--- src/rtl/cla_nibble_sub.sv ---
// Multi-cycle borrow look-ahead subtractor: D = A - B - bin, one nibble per clock,
// LSB nibble first, with the inter-nibble borrow held in a register.
module cla_nibble_sub #(
    parameter int unsigned NIBBLES = 4
) (
    input  logic                   clk,
    input  logic                   rst_n,
`ifdef USE_POWER_PINS
    inout  wire                    vdd,
    inout  wire                    vss,
`endif
    input  logic                   in_valid,
    output logic                   in_ready,
    input  logic [4*NIBBLES-1:0]   A,
    input  logic [4*NIBBLES-1:0]   B,
    input  logic                   bin,
    output logic                   out_valid,
    input  logic                   out_ready,
    output logic [4*NIBBLES-1:0]   D,
    output logic                   bout,
    output logic                   ovf,
    output logic                   zero
);

    localparam int unsigned W    = 4 * NIBBLES;
    localparam int unsigned CntW = (NIBBLES > 1) ? $clog2(NIBBLES) : 1;
    localparam logic [CntW-1:0] LastCnt = CntW'(NIBBLES - 1);

    typedef enum logic [1:0] {StIdle, StRun, StDone} state_e;

    state_e          state_q, state_d;
    logic [CntW-1:0] cnt_q, cnt_d;
    logic [W-1:0]    a_q, a_d;
    logic [W-1:0]    b_q, b_d;
    logic            borrow_q, borrow_d;
    logic [W-1:0]    d_q, d_d;
    logic            bout_q, bout_d;
    logic            ovf_q, ovf_d;
    logic            zero_q, zero_d;
    logic            out_valid_q, out_valid_d;

    // Subtract slice as A + ~B + carry, carry-in is the inverted borrow.
    // Returns {borrow_out, diff}; every carry is a flat sum of products of c0.
    function automatic logic [4:0] cla4_sub(input logic [3:0] a, input logic [3:0] b,
                                            input logic bi);
        logic [3:0] p;
        logic [3:0] g;
        logic [4:0] c;
        p    = a ^ ~b;
        g    = a & ~b;
        c[0] = ~bi;
        c[1] = g[0] | (p[0] & c[0]);
        c[2] = g[1] | (p[1] & g[0]) | (p[1] & p[0] & c[0]);
        c[3] = g[2] | (p[2] & g[1]) | (p[2] & p[1] & g[0]) | (p[2] & p[1] & p[0] & c[0]);
        c[4] = g[3] | (p[3] & g[2]) | (p[3] & p[2] & g[1]) | (p[3] & p[2] & p[1] & g[0])
             | (p[3] & p[2] & p[1] & p[0] & c[0]);
        return {~c[4], p ^ c[3:0]};
    endfunction

    logic [CntW+1:0] sh;
    logic [3:0]      a_nib;
    logic [3:0]      b_nib;
    logic [4:0]      slice;
    logic [W-1:0]    nib_mask;

    assign sh       = {cnt_q, 2'b00};
    assign a_nib    = 4'(a_q >> sh);
    assign b_nib    = 4'(b_q >> sh);
    assign slice    = cla4_sub(a_nib, b_nib, borrow_q);
    assign nib_mask = W'(4'hF) << sh;

    always_comb begin
        state_d     = state_q;
        cnt_d       = cnt_q;
        a_d         = a_q;
        b_d         = b_q;
        borrow_d    = borrow_q;
        d_d         = d_q;
        bout_d      = bout_q;
        ovf_d       = ovf_q;
        zero_d      = zero_q;
        out_valid_d = out_valid_q;

        unique case (state_q)
            StIdle: begin
                if (in_valid) begin
                    a_d      = A;
                    b_d      = B;
                    borrow_d = bin;
                    cnt_d    = '0;
                    state_d  = StRun;
                end
            end
            StRun: begin
                d_d      = (d_q & ~nib_mask) | (W'(slice[3:0]) << sh);
                borrow_d = slice[4];
                if (cnt_q == LastCnt) begin
                    // Flags are taken from the completed word on the same edge.
                    state_d     = StDone;
                    out_valid_d = 1'b1;
                    bout_d      = slice[4];
                    zero_d      = (d_d == '0);
                    ovf_d       = (a_q[W-1] != b_q[W-1]) && (d_d[W-1] != a_q[W-1]);
                end else begin
                    cnt_d = cnt_q + CntW'(1);
                end
            end
            StDone: begin
                if (out_ready) begin
                    out_valid_d = 1'b0;
                    state_d     = StIdle;
                end
            end
            default: state_d = StIdle;
        endcase
    end

    always_ff @(posedge clk or negedge rst_n) begin
        if (!rst_n) begin
            state_q     <= StIdle;
            cnt_q       <= '0;
            a_q         <= '0;
            b_q         <= '0;
            borrow_q    <= 1'b0;
            d_q         <= '0;
            bout_q      <= 1'b0;
            ovf_q       <= 1'b0;
            zero_q      <= 1'b0;
            out_valid_q <= 1'b0;
        end else begin
            state_q     <= state_d;
            cnt_q       <= cnt_d;
            a_q         <= a_d;
            b_q         <= b_d;
            borrow_q    <= borrow_d;
            d_q         <= d_d;
            bout_q      <= bout_d;
            ovf_q       <= ovf_d;
            zero_q      <= zero_d;
            out_valid_q <= out_valid_d;
        end
    end

    assign in_ready  = (state_q == StIdle);
    assign out_valid = out_valid_q;
    assign D         = d_q;
    assign bout      = bout_q;
    assign ovf       = ovf_q;
    assign zero      = zero_q;

endmodule

--- config.mk ---
export PLATFORM = sky130hd
export DESIGN_NAME = cla_nibble_sub
export DESIGN_NICKNAME = d
export VERILOG_FILES = /design/src/rtl/cla_nibble_sub.sv
export SDC_FILE = /design/constraint.sdc
export NUM_CORES = 1
export LEC_CHECK = 0
export ABC_AREA = 1
export CAP_MARGIN = 20
export CORE_MARGIN = 2
export CORE_UTILIZATION = 46
export DETAILED_ROUTE_END_ITERATION = 10
export GPL_ROUTABILITY_DRIVEN = 0
export PLACE_DENSITY = 0.76
export SYNTH_ARGS = -nofsm -noshare
export SYNTH_HDL_FRONTEND = slang
export SYNTH_SLANG_ARGS = --single-unit
export TNS_END_PERCENT = 10
--- constraint.sdc ---
create_clock -name clk -period 2.4 [get_ports clk]
set_input_delay 0.24 -clock clk [delete_from_list [all_inputs] [get_ports clk]]
set_output_delay 0.24 -clock clk [all_outputs]
set_load 0.03 [all_outputs]
Word-level counts from Yosys, hierarchy flattened:

Cells that the tools add are included.

* register bits: 57
* latch bits: 0
* memory bits (writable): 0
* bits in read-only memories: 0
* input port bits: 37
* output and inout port bits: 21
* logic and storage cells: 82
* memories kept: 0

* $add $sub $neg: 1
* multipliers: 0
* divide/modulo/power cells: 0
* $lt $le $gt $ge: 0
* equal/unequal tests: 9
* shift-type cells: 4
* mux-type cells: 12
* bitwise gates (word level): 35
* reduce and logical (&&, ||, !) cells: 11

Operators with widths (count)
* $shr A16 B4 Y4: 2
* $and A1 B1 Y1: 16
* $and A16 B16 Y16: 1
* $logic_not A16 Y1: 1
* $not A16 Y16: 1
* $or A16 B16 Y16: 1
* $shl A4 B4 Y16: 1
* $shl A4 B4 Y16 const A: 1
* $mux W2: 5
* $or A1 B1 Y1: 10
* $reduce_and A3 Y1: 3
* $ne A2 B2 Y1 const B: 4
* $xor A4 B4 Y4: 2
* $pmux W2 S3: 1
* $reduce_and A2 Y1: 3
* $and A4 B4 Y4: 1
* $eq A2 B2 Y1 const B: 2
* $not A4 Y4: 1
* $pmux W1 S2: 2
* $pmux W2 S2: 1
* $reduce_bool A2 Y1: 2
* $mux W1: 3
* $add A2 B1 Y2 const B: 1
* $eq A2 B1 Y1 const B: 1
* 4 further kinds: 6

Depth between registers and ports, before layout:

Gate-level depths: netlist of run 1.

* depth after elaboration: 12
* mapped depth: 18
* depth with buffers taken out: 17

Worst setup path before layout of run 1:

OpenSTA, ideal clock, no wires.

* path type: register -> register
* start: register cnt_q[0]
* end: register zero_q, in the netlist zero
* setup time: 0.065 ns
* arrival: 2.495 ns
* data required time: 2.335 ns
* setup slack: -0.160 ns
* stages on the path, launching flop included: 17
* path buffers: 1
* period minus slack after synthesis: 2.560 ns
* cell sequence: dfrtp_1 > inv_2 > clkbuf_1 > nand2_1 > a32oi_1 > inv_1 > fa_1 > nor2_1 > a21oi_1 > nand2_1 > nor2_1 > nand2_1 > nor2_1 > nand3_1 > nor2_1 > nand2_1 > nand2_1

* longest elaborated chain between the ends: 11
* elaborated cells on any way between the ends: 29
* those cells by class: eq/ne: 1; shift: 4; bitwise: 22; reduce/logical: 2

Ends and longest elaborated chain
* from (decl): RTL line 32 `logic [CntW-1:0] cnt_q, cnt_d;`
* from (signal assigned): RTL line 132 `cnt_q <= cnt_d;`
* $shr A16 B4 Y4: RTL line 68 `assign b_nib = 4'(b_q >> sh);`
* $not A4 Y4: RTL line 49, 50
* $xor A4 B4 Y4 or $and A4 B4 Y4 (tied branches): RTL line 49, 50
* $and A1 B1 Y1: RTL line 54 `c[3] = g[2] | (p[2] & g[1]) | (p[2] & p[1] & g[0]) | (p[2] & p[1] & p[0] & c[0]);`
* $or A1 B1 Y1 or $and A1 B1 Y1 (tied branches) (2 in a row): RTL line 54
* $or A1 B1 Y1: RTL line 54
* $xor A4 B4 Y4: RTL line 57 `return {~c[4], p ^ c[3:0]};`
* $shl A4 B4 Y16: RTL line 95 `d_d = (d_q & ~nib_mask) | (W'(slice[3:0]) << sh);`
* $or A16 B16 Y16: RTL line 95
* $logic_not A16 Y1: RTL line 102 `zero_d = (d_d == '0);`
* to (signal assigned): RTL line 139 `zero_q <= zero_d;`
* to (decl): RTL line 39 `logic zero_q, zero_d;`

Several ways; a longest one is shown, not always the timed one.
A chain may end at the register's enable or synchronous reset.

Final worst setup path of run 1:

Ends and elaborated chain as after synthesis.

==> results of run 1 <==
kinds of logic after synthesis:
logic type,count (synthesis),synth area share (%)
flops,57,49.2
buf+inv,40,5.53
fa+ha+maj,10,4.58
simple gates,128,18.2
compound gates,53,10.4
mux,31,12.1
worst paths after layout:
check | from | end | cells after the start
worst max-delay path | cnt_q[0] | zero | 16
worst min-delay path | rst_n | D[13] | 2
worst max register to register | cnt_q[0] | zero | 16
worst min register to register | out_valid | out_valid | 2
max in group asynchronous | rst_n | cnt_q[0] | 3
min in group clk | out_valid | out_valid | 2
per-layer routing:
layer | vias to the layer above | routed length (um)
met5 | - | 0
met4 | 0 | 199
met3 | 21 | 395
met2 | 76 | 3210
met1 | 1155 | 2810
li1 | 1205 | -
registers in the layout, summed over array words and instances, names as in the netlist:
signal	cells
D	16
a_q	16
b_q	16
borrow_q	1
bout	1
cnt_q	2
out_valid	1
ovf	1
state_q	2
zero	1
power groups by stage:
stage | registers (W) | clock network (W) | logic (W)
after floorplan | 0.00195 | 0 | 0.00243
after global placement | 0.00174 | 0 | 0.00365
after detailed placement | 0.00176 | 0 | 0.00375
after CTS | 0.00175 | 0.000906 | 0.00380
after global routing | 0.00181 | 0.000958 | 0.00442
final | 0.00176 | 0.000887 | 0.00396
area by class of cell:
type | count | area [sq um]
sequential | 57 | 1430
tap | 75 | 93.8
timing repair buffer | 73 | 721
clock inverter | 6 | 57.6
fill | 474 | 2090
multi-input combinational | 222 | 1350
inverter | 28 | 113
clock buffer | 10 | 138
stage by stage:
stage / total power, W / setup TNS [ns]
3_5_place_dp: 0.00551 / 0
3_3_place_gp: 0.00539 / 0
4_1_cts: 0.00646 / 0
2_1_floorplan: 0.00437 / 0
5_1_grt: 0.00719 / -0.344
6_report: 0.00661 / 0
Yosys cell counts, drive strengths merged:
cell type / number / area, sq um
nand2: 73 / 284
dfrtp: 57 / 1430
nor2: 35 / 139
mux2: 31 / 349
inv: 28 / 105
o21ai: 28 / 140
nand3: 16 / 80.1
a21oi: 10 / 50.1
ha: 9 / 113
buf: 6 / 32.5
clkbuf: 6 / 22.5
a31oi: 4 / 25.0
o22ai: 4 / 25.0
nand4: 3 / 18.8
a32o: 2 / 20.0
a32oi: 2 / 17.5
o21a: 2 / 15.0
a22o: 1 / 8.76
fa: 1 / 20.0
nor3: 1 / 5.00
critical path: cells and delay by family, from the launching register on:
family	cells	cell delay (ns)
AOI/OAI and AO/OA	2	0.24
DFF	1	0.44
adders and majority gates	1	0.38
and+or+nand+nor	10	0.90
buffers and inverters	3	0.33
repair_timing:
action,CTS,global route
pin swaps,1,1
resized for setup,3,13
setup buffers,0,2
hold buffers,1,0
endpoints found under the setup margin,1,6
hold endpoints to repair,27,0
==> summary.txt, run 1 <==
Outcome
  • Status: finished clean

Global route
  • Most crowded layer after global routing: met2
  • Congestion Overflow GR: 0
  • Met1 Use GR: 24.4%
  • Tot GR Track Use: 19.7%
  • Largest net degree at the start of global routing: 35
  • Vias in the first global route: 2423
  • GR Util met2: 32.0%
  • Initial antenna violation count: 0
  • First-pass GRT wire length: 11000 um
  • M3 GR Usage: 5.67%

Power and ir drop
  • Flop pwr share: 26.6%
  • Combinational cell fraction of total power: 60.0%
  • Clock share of power: 13.4%
  • Maximum VDD drop: 0.000788 V
  • Net Sw Frac: 45.6%
  • Leak: 1.79 nW
  • Internal power: 0.00359 W
  • PwrDens: 1690 nW/um^2
  • Psw: 0.00302 W

Clock tree
  • Clock Tree Root: clkbuf_8
  • H-tree depth: 3
  • TritonCTS clock tree: yes
  • Later-pin clock latency in the skew report: 0.34 ns
  • CTS Buffer Depth: 2
  • CTS clk-pin slew, worst paths: 0.06 ns
  • CTS sink count: 57
  • Num CTS Buffers: 9

Die
  • Initial Utilization: 48.4%
  • Core area: 5990 sq um
  • Die footprint: 6950 sq um
  • Die X: 83.4 um
  • Die Height: 83.4 um
  • Row count: 28
  • Top-Level Pins: 58

Place
  • Placement Cell Area: 3630 sq um
  • Final HPWL DP: 4880 um
  • Place WS: 0.0147 ns
  • DP Cell Count: 452
  • Port Buffers: 57

Logic synthesis
  • Avg Inst Size Synth: 9.08 sq um
  • Distinct cells, synth: 25
  • Post-synthesis net count: 366
  • Syn Inst Count: 319
  • Yosys reg bits: 57
  • Yosys warnings: 0
  • Netlist Area Pre-Place: 2900 sq um
  • Sequential cell area fraction in the yosys report: 49.2%

Timing
  • Tcrit/Tclk final: 98.5%
  • Fmax: 423 MHz
  • Worst Slack Setup Final: 0.0355 ns
  • Measured slew at the worst slew-check pin: 0.661 ns
  • Hold Violations, Final: 0
  • Worst Skew: 0.00570 ns
  • RSZ-0062 raised after global routing: yes
  • Final Critical Period: 2.36 ns
  • Final setup violating endpoints: 0
  • Worst hold margin: 0.459 ns
  • Pins Over Slew Limit: 0
  • Slew HR: 55.9%

Setup path
  • Internal reg-to-reg setup slack: 0.04 ns
  • Crit end category: flip-flop
  • Crit path arrival time: 2.65 ns
  • Worst setup SP type: flip-flop
  • Critical-path cell list: buf_6 -> buf_4 -> o21ai_0 -> o22ai_1 -> ha_1 -> nor2_2 -> inv_1 -> nand2_1 -> nand3_1 -> nand3_1 -> nor2_1 -> nor2_1 -> nand3_1 -> nor2_1 -> nand2_1 -> nand2_1
  • Worst Path Max Fanout: 10
  • Worst Path Required: 2.68 ns
  • Slowest CP cell: dfrtp_2
  • Critical path class: flip-flop to flip-flop
  • CP max stage delay: 0.44 ns

Finish
  • Diodes inserted: 0
  • Final std cells w/o fill: 471
  • Commonest non-fill, non-tap cells in the layout: 70 x nand2_1, 56 x dfrtp_1, 56 x clkdlybuf4s50_1
  • Commonest non-fill, non-tap cell in the layout: nand2_1
  • Area Overhead vs Synth: 34.6%
  • Layout cells sized above 1: 20.2%
  • Final #Nets: 438
  • Utilization after layout: 65.1%
  • Fin area: 3900 sq um

Drt
  • Total Routed Length: 6620 um
  • Total iterations of the first detailed-routing run: 4
  • Detailed Route Iter0 Violations: 113
  • Via density: 5.22
  • Antenna viol nets, final: 0
  • Routed vias: 2457
  • DRC: 0
  • Routed len/inst: 14.0 um

Min path
  • Hold crit path type: primary input to async pin

Job
  • Max cap viols: 0
No activity file was read; power rests on OpenSTA's default activity.
==> run 2, diff against run 1 <==
==> constraint.sdc (replaced) <==
create_clock -name clk -period 2.4 [get_ports clk]
set_input_delay 0.48 -clock clk [delete_from_list [all_inputs] [get_ports clk]]
set_output_delay 0.48 -clock clk [all_outputs]
set_load 0.03 [all_outputs]
==> summary.txt, run 2 (synthesis results as in run 1) <==
Outcome
  • Status: finished clean

Timing
  • Hold Violations, Final: 0
  • Slew HR: 57.2%
  • Final setup violating endpoints: 0
  • Final Critical Period: 2.39 ns
  • Worst hold margin: 0.155 ns
  • Measured slew at the worst slew-check pin: 0.643 ns
  • Fmax: 418 MHz
  • RSZ-0062 raised after global routing: yes
  • Worst Skew: 0.00901 ns
  • Tcrit/Tclk final: 99.8%
  • Pins Over Slew Limit: 0

Power and ir drop
  • Leak: 1.79 nW
  • Total power draw: 0.00648 W
  • Maximum VDD drop: 0.000777 V
  • PwrDens: 1670 nW/um^2

Finish
  • Layout cells sized above 1: 19.2%
  • Diodes inserted: 0
  • Fin area: 3870 sq um
  • Commonest non-fill, non-tap cell in the layout: nand2_1
  • Final #Nets: 438
  • Commonest non-fill, non-tap cells in the layout: 70 x nand2_1, 56 x dfrtp_1, 56 x clkdlybuf4s50_1
  • Area Overhead vs Synth: 33.6%

Drt
  • Antenna viol nets, final: 0
  • Detailed Route Iter0 Violations: 186
  • Routed vias: 2464
  • DRC: 0
  • Total Routed Length: 6460 um
  • Via density: 5.24
  • Total iterations of the first detailed-routing run: 5
  • Routed len/inst: 13.8 um

Global route
  • Vias in the first global route: 2392
  • Congestion Overflow GR: 0
  • Largest net degree at the start of global routing: 31
  • First-pass GRT wire length: 11100 um
  • Initial antenna violation count: 0
  • Tot GR Track Use: 20.0%

Clock tree
  • CTS sink count: 57
  • Clock Tree Root: clkbuf_8
  • H-tree depth: 3
  • Hold Buf Count CTS: 0
  • Later-pin clock latency in the skew report: 0.34 ns
  • TritonCTS clock tree: yes
  • CTS Buffer Depth: 2
  • Num CTS Buffers: 9
  • CTS clk-pin slew, worst paths: 0.07 ns

Setup path
  • Worst Path Required: 2.68 ns
  • Crit end category: flip-flop
  • Worst setup SP type: flip-flop
  • Crit path arrival time: 2.68 ns
  • Critical path class: flip-flop to flip-flop
  • Worst Path Max Fanout: 13

Die
  • Die Height: 83.4 um
  • Die footprint: 6950 sq um
  • Die X: 83.4 um
  • Top-Level Pins: 58
  • Row count: 28
  • Core area: 5990 sq um
  • Initial Utilization: 48.4%

Place
  • Port Buffers: 57
  • Final HPWL DP: 4860 um
  • Placement Cell Area: 3660 sq um

Min path
  • Hold crit path type: primary input to async pin

Job
  • Max cap viols: 0
==> run 2: metal layers <==
layer,vias to the layer above,wire (um),GRT usage (%)
met4,0,204,10.1
met3,20,338,6.06
met5,-,0,0
met2,95,3030,30.2
li1,1205,-,-
met1,1144,2890,25.9
==> run 2: report_power, final <==
part	total (W)	switching, W	internal [W]
Clock	0.000755	0.000367	0.000389
Sequential	0.00175	0.000307	0.00144
Combinational	0.00398	0.00230	0.00168
==> run 2: final timing paths <==
kind / to / slack (ns) / cells after the start / from
min reg2reg: out_valid / 0.48 / 2 / out_valid
min: D[13] / 0.15 / 1 / rst_n
min in group clk: out_valid / 0.48 / 2 / out_valid
max reg2reg: zero / 0.005 / 15 / cnt_q[0]
max: zero / 0.005 / 15 / cnt_q[0]
max in group asynchronous: cnt_q[0] / 1.65 / 2 / rst_n
==> run 2: layout make-up <==
class	instances	area (sq um)
flip-flops and latches	57	1430
multi-input cells	222	1340
repair buffers	73	739
fillers	503	2120
well taps	75	93.8
clock buffers	11	141
inverters	28	110
clock inverters	4	20.0
==> run 2: per-stage QoR <==
stage | setup TNS (ns) | utilization (%) | cells | setup slack (ns)
after CTS | 0 | 64.0 | 469 | 0.00680
after detailed placement | 0 | 61.1 | 454 | 0.00281
after floorplan | 0 | - | 319 | 0.00865
after global placement | 0 | 61.1 | 454 | 0.0496
final | 0 | 64.6 | 470 | 0.00501
after global routing | -0.306 | 64.6 | 470 | -0.166
==> run 2: what timing repair did <==
action | 4_1_cts | 5_1_grt
pin swaps | 0 | 2
buffers inserted | 0 | 1
gates resized for setup | 3 | 7
endpoints found under the setup margin | 2 | 5
==> run 2: critical path, cell delays in order, from the launching register on <==
cell     delay, ns
dfrtp_2       0.44
buf_4         0.19
a21oi_1       0.13
a32oi_1       0.08
buf_4         0.15
fa_2          0.53
nor2_1        0.06
a21oi_1       0.16
nand2_1       0.09
nor2_1        0.10
nand2_1       0.05
nor2_1        0.08
nand3_1       0.07
nor2_1        0.09
nand2_1       0.05
nand2_1       0.05
